**config.mk**
```make
export PLATFORM = sky130hd
export DESIGN_NAME = demux_2_stream
export DESIGN_NICKNAME = d
export VERILOG_FILES = /design/src/rtl/demux_2_stream.sv
export SDC_FILE = /design/constraint.sdc
export NUM_CORES = 1
export LEC_CHECK = 0
export ABC_AREA = 1
export CAP_MARGIN = 20
export CORE_AREA = 4 4 85 87
export CTS_BUF_LIST = sky130_fd_sc_hd__clkbuf_4 sky130_fd_sc_hd__clkbuf_8
export CTS_CLUSTER_SIZE = 24
export DETAILED_ROUTE_END_ITERATION = 10
export DIE_AREA = 0 0 89 91
export SYNTH_ARGS = -nofsm -noshare
export SYNTH_HDL_FRONTEND = slang
export SYNTH_SLANG_ARGS = --single-unit
```
**constraint.sdc**
```tcl
create_clock -name clk -period 1.35 [get_ports clk]
set_input_delay 0.405 -clock clk [delete_from_list [all_inputs] [get_ports clk]]
set_output_delay 0.405 -clock clk [all_outputs]
set_load 0.02 [all_outputs]
```
**src/rtl/demux_2_stream.sv**
```systemverilog
// 1:2 stream demux. Each output has a one-entry register. Optional per-channel transfer counters are built when DEMUX_2_STREAM_CNT_EN is defined.
// Latency: a word accepted at edge k is valid on its channel after edge k (1 cycle). There is no combinational din->dout path.
// Backpressure: in_ready follows only the selected channel (empty, or draining this cycle), so a stalled channel never blocks the other one.
module demux_2_stream #(
    parameter int data_width = 16,
    parameter int cnt_width  = 8
) (
    input  logic                  clk,
    input  logic                  reset,
    input  logic [data_width-1:0] din,
    input  logic                  sel,
    input  logic                  in_valid,
    output logic                  in_ready,
    output logic [data_width-1:0] dout_0,
    output logic                  valid_0,
    input  logic                  ready_0,
    output logic [data_width-1:0] dout_1,
    output logic                  valid_1,
    input  logic                  ready_1
`ifdef DEMUX_2_STREAM_CNT_EN
    ,
    output logic [cnt_width-1:0]  cnt_0,
    output logic [cnt_width-1:0]  cnt_1
`endif
);

    typedef enum logic {EMPTY = 1'b0, FULL = 1'b1} state_t;

    state_t st_0;
    state_t st_1;
    logic   in_xfer;
    logic   wr_0;
    logic   wr_1;
    logic   out_0;
    logic   out_1;

    assign valid_0 = (st_0 == FULL);
    assign valid_1 = (st_1 == FULL);

    // A channel can take a word when it is empty or is being drained in the same cycle.
    assign in_ready = sel ? (~valid_1 | ready_1) : (~valid_0 | ready_0);
    assign in_xfer  = in_valid & in_ready;
    assign wr_0     = in_xfer & ~sel;
    assign wr_1     = in_xfer & sel;
    assign out_0    = valid_0 & ready_0;
    assign out_1    = valid_1 & ready_1;

    always_ff @(posedge clk) begin
        if (reset) begin
            st_0   <= EMPTY;
            st_1   <= EMPTY;
            dout_0 <= '0;
            dout_1 <= '0;
        end else begin
            case (st_0)
                EMPTY: begin
                    if (wr_0) begin
                        st_0   <= FULL;
                        dout_0 <= din;
                    end
                end
                FULL: begin
                    // wr_0 while FULL implies ready_0, so the old word leaves on this edge.
                    if (wr_0) begin
                        dout_0 <= din;
                    end else if (out_0) begin
                        st_0 <= EMPTY;
                    end
                end
                default: st_0 <= EMPTY;
            endcase
            case (st_1)
                EMPTY: begin
                    if (wr_1) begin
                        st_1   <= FULL;
                        dout_1 <= din;
                    end
                end
                FULL: begin
                    if (wr_1) begin
                        dout_1 <= din;
                    end else if (out_1) begin
                        st_1 <= EMPTY;
                    end
                end
                default: st_1 <= EMPTY;
            endcase
        end
    end

`ifdef DEMUX_2_STREAM_CNT_EN
    always_ff @(posedge clk) begin
        if (reset) begin
            cnt_0 <= '0;
            cnt_1 <= '0;
        end else begin
            if (out_0) cnt_0 <= cnt_0 + 1'b1;
            if (out_1) cnt_1 <= cnt_1 + 1'b1;
        end
    end
`else
    localparam int unused_cnt_width = cnt_width;
`endif

endmodule
```
==> summary.md <==
| Metric | Value |
|---|---|
| Worst setup SP type | `flop` |
| Flops & latches, synth | `34` |
| H-tree level count | `2` |
| Reg2reg start | `valid_0` |
| Final GP Congestion | `0.839` |
| Final setup vio count | `1` |
| Critical path type | `flop to output pin` |
| Unrepaired setup endpoints after global routing | `yes` |
| Via density | `4.03` |
| Worst EP required | `0.95 ns` |
| Clock latency on the worst-skew pair | `between 0.2 and 0.3 ns` |
| Crit-path max FO | `2` |
| Total grt overflow | `0` |
| First-pass GRT wire length | `7.33 mm` |
| DRC | `0` |
| Total Power | `2480 uW` |
| Leading area contributor after synthesis | `dfxtp_1` |
| Final worst-path setup slack | `-0.0542 ns` |
| Clock-pin slew on the worst setup and hold paths | `0.07 ns` |
| Post-Synthesis Cells | `272` |
| Syn_area_per_cell | `roughly 6.3 um2` |
| Site row count | `29` |
| Deepest clock path buffer count | `2` |
| Cell Area, Synth | `1720 um2` |
| Crit. Startpoint | `valid_0` |
| Layout cell share with drive strength beyond 1 | `19.9%` |
| Die width | `around 90 um` |
| Final Max Tran Viols | `0` |
| Max rail drop VDD | `0.000427 V` |
| # diodes | `0` |
| First DRT Iteration DRCs | `91` |
| Yosys cell types | `15` |
| YS warnings | `0` |
| Ranking of synthesized cells by area | `dfxtp_1, inv_1, nand2_1` |
| Post-DR wirelength/cell | `10.7 um` |
| Largest net degree at the start of global routing | `35` |
| Post-synthesis sequential area ratio | `39.5%` |
| Tmin final | `~1.4 ns` |
| Die ar. | `roughly 8000 um2` |
| Core area | `6350 um2` |
| HPWL after detailed placement | `around 3.3 mm` |
| Hold_sp | `dout_1[1]` |
| WL final | `about 4.5 mm` |
| Status | `complete, but fails checks` |
| HP Class | `flop to flop` |
| Placement Cell Area | `roughly 2500 um2` |
| Vias in the first global route | `1629` |
| Final hold vios | `0` |
| Hold path depth | `4` |
| Number of buffers created by CTS | `5` |
| I/O pins | `between 50 and 60` |
| Clock Skews | `0.00610 ns` |
| CTS tree | `done` |
| Buffers added on ports | `56` |
| Leakage power | `approximately 0.0014 uW` |
| Slew @ Worst Pin | `0.211 ns` |
| Share of the synthesized area in the top cell type | `39.5%` |
| Clock sink count | `34` |
| Starting Density | `roughly 27%` |
| Gr usage total | `a little under an eighth` |
| Max transition margin | `85.9%` |
| Initial antenna violation count | `0` |
| Power Density | `994 nW/um2` |
| Crit path DAT | `1.00 ns` |
| Final core occ | `between 30% and 40%` |
| Critical Path Sink Type | `output pin` |
| Max_cap viols | `0` |
| Pre-antenna DRT Iters | `4` |
| Chip Height | `91 um` |
| Tcrit/Tclk final | `104%` |
| Fmax | `0.712 GHz` |
| Nets | `roughly 360` |
| Area growth from synthesis to layout | `44.9%` |
| CTS root buf | `clkbuf_8` |
| Hold Buf Count CTS | `0` |
| R2R depth | `6` |
| Failing checks | `setup timing` |
| Vias | `1687` |
| Post-synth net total | `around 300` |
| Routed Antenna Nets | `0` |
| Final Instance Area | `2500 um2` |
-- final cells by class --
class | instances | area [um2]
fill | 708 | 3850
timing repair buffer | 73 | 597
clock buffer | 7 | 90.1
inverter | 86 | 323
multi-input combinational | 141 | 703
tap | 77 | 96.3
clock inverter | 1 | 5.00
sequential | 34 | 682
-- cells in the final DEF, fill, tap and decap left out, drive strengths merged --
cell           count
inv               85
nor2              33
nand4             32
a31oi              1
clkbuf            31
clkinv             2
clkdlybuf4s50     18
buf               21
nand3              5
nand2             70
clkdlybuf4s15      9
dfxtp             34
dlygate4sd2        1
-- power breakdown --
part           leakage [uW]  switching, uW  internal (uW)  total (uW)
Combinational       0.00106            338            245         583
Clock             0.0000517            356            432         788
Sequential         0.000281           36.8           1070        1110
-- critical path: stages (launching register included) --
cell and delay (ns):
dfxtp_2 0.34, nand2_4 0.07, nor2_4 0.04, a31oi_4 0.14
buf_6 0.14
-- path summary, 6_finish.rpt --
check / endpoint / slack, ns
worst max-delay path: in_ready / -0.05
worst min-delay path: dout_1[1] / 0.51
worst max register to register: dout_0[15] / 0.20
worst min register to register: dout_1[1] / 0.51
-- logic make-up (layout without fill, tap and decap cells) --
group,Yosys count,count (layout),share of synthesized area [%]
AOI/OAI and AO/OA,1,1,0.363
buffers and inverters,100,167,23.5
DFF,34,34,39.5
and+or+nand+nor,137,140,36.7
-- what timing repair did --
action | CTS | global route
resized for setup | 86 | 32
buffers inserted | 0 | 0
pin swaps | 2 | 1
gates cloned | 2 | 1
endpoints found under the setup margin | 68 | 36
-- state kept, by name (all words and copies together) (netlist names) --
name,flops
valid_1,1
dout_0,16
valid_0,1
dout_1,16
-- per-stage QoR --
| stage | hold slack (ns) | std cells | TNS, ns | setup WS [ns] |
|---|---|---|---|---|
| 6_report | 0.508 | 419 | -0.0542 | -0.0542 |
| 5_1_grt | 0.531 | 419 | -0.113 | -0.0954 |
| 4_1_cts | 0.510 | 418 | -0.141 | -0.141 |
| 3_5_place_dp | 0.495 | 408 | -13.37 | -0.857 |
| 3_3_place_gp | 0.499 | 408 | -13.30 | -0.865 |
| 2_1_floorplan | 0.583 | 272 | 0 | 0.00322 |
-- routing by layer --
metal	vias up	wire, um	track usage [%]
met5	-	0	0
li1	936	-	-
met3	2	337	3.44
met4	0	23	2.23
met1	711	1990	13.9
met2	38	2140	19.2
-- cell usage after synthesis --
master / count
nand2_4: 1
buf_2: 8
clkinv_1: 1
inv_2: 1
a31oi_1: 1
nand3_4: 2
nand2_2: 1
buf_6: 2
inv_1: 84
buf_4: 1
nand2_1: 68
nor2_1: 33
dfxtp_1: 34
clkbuf_1: 3
nand4_1: 32
(Power assumes the default switching activity.)
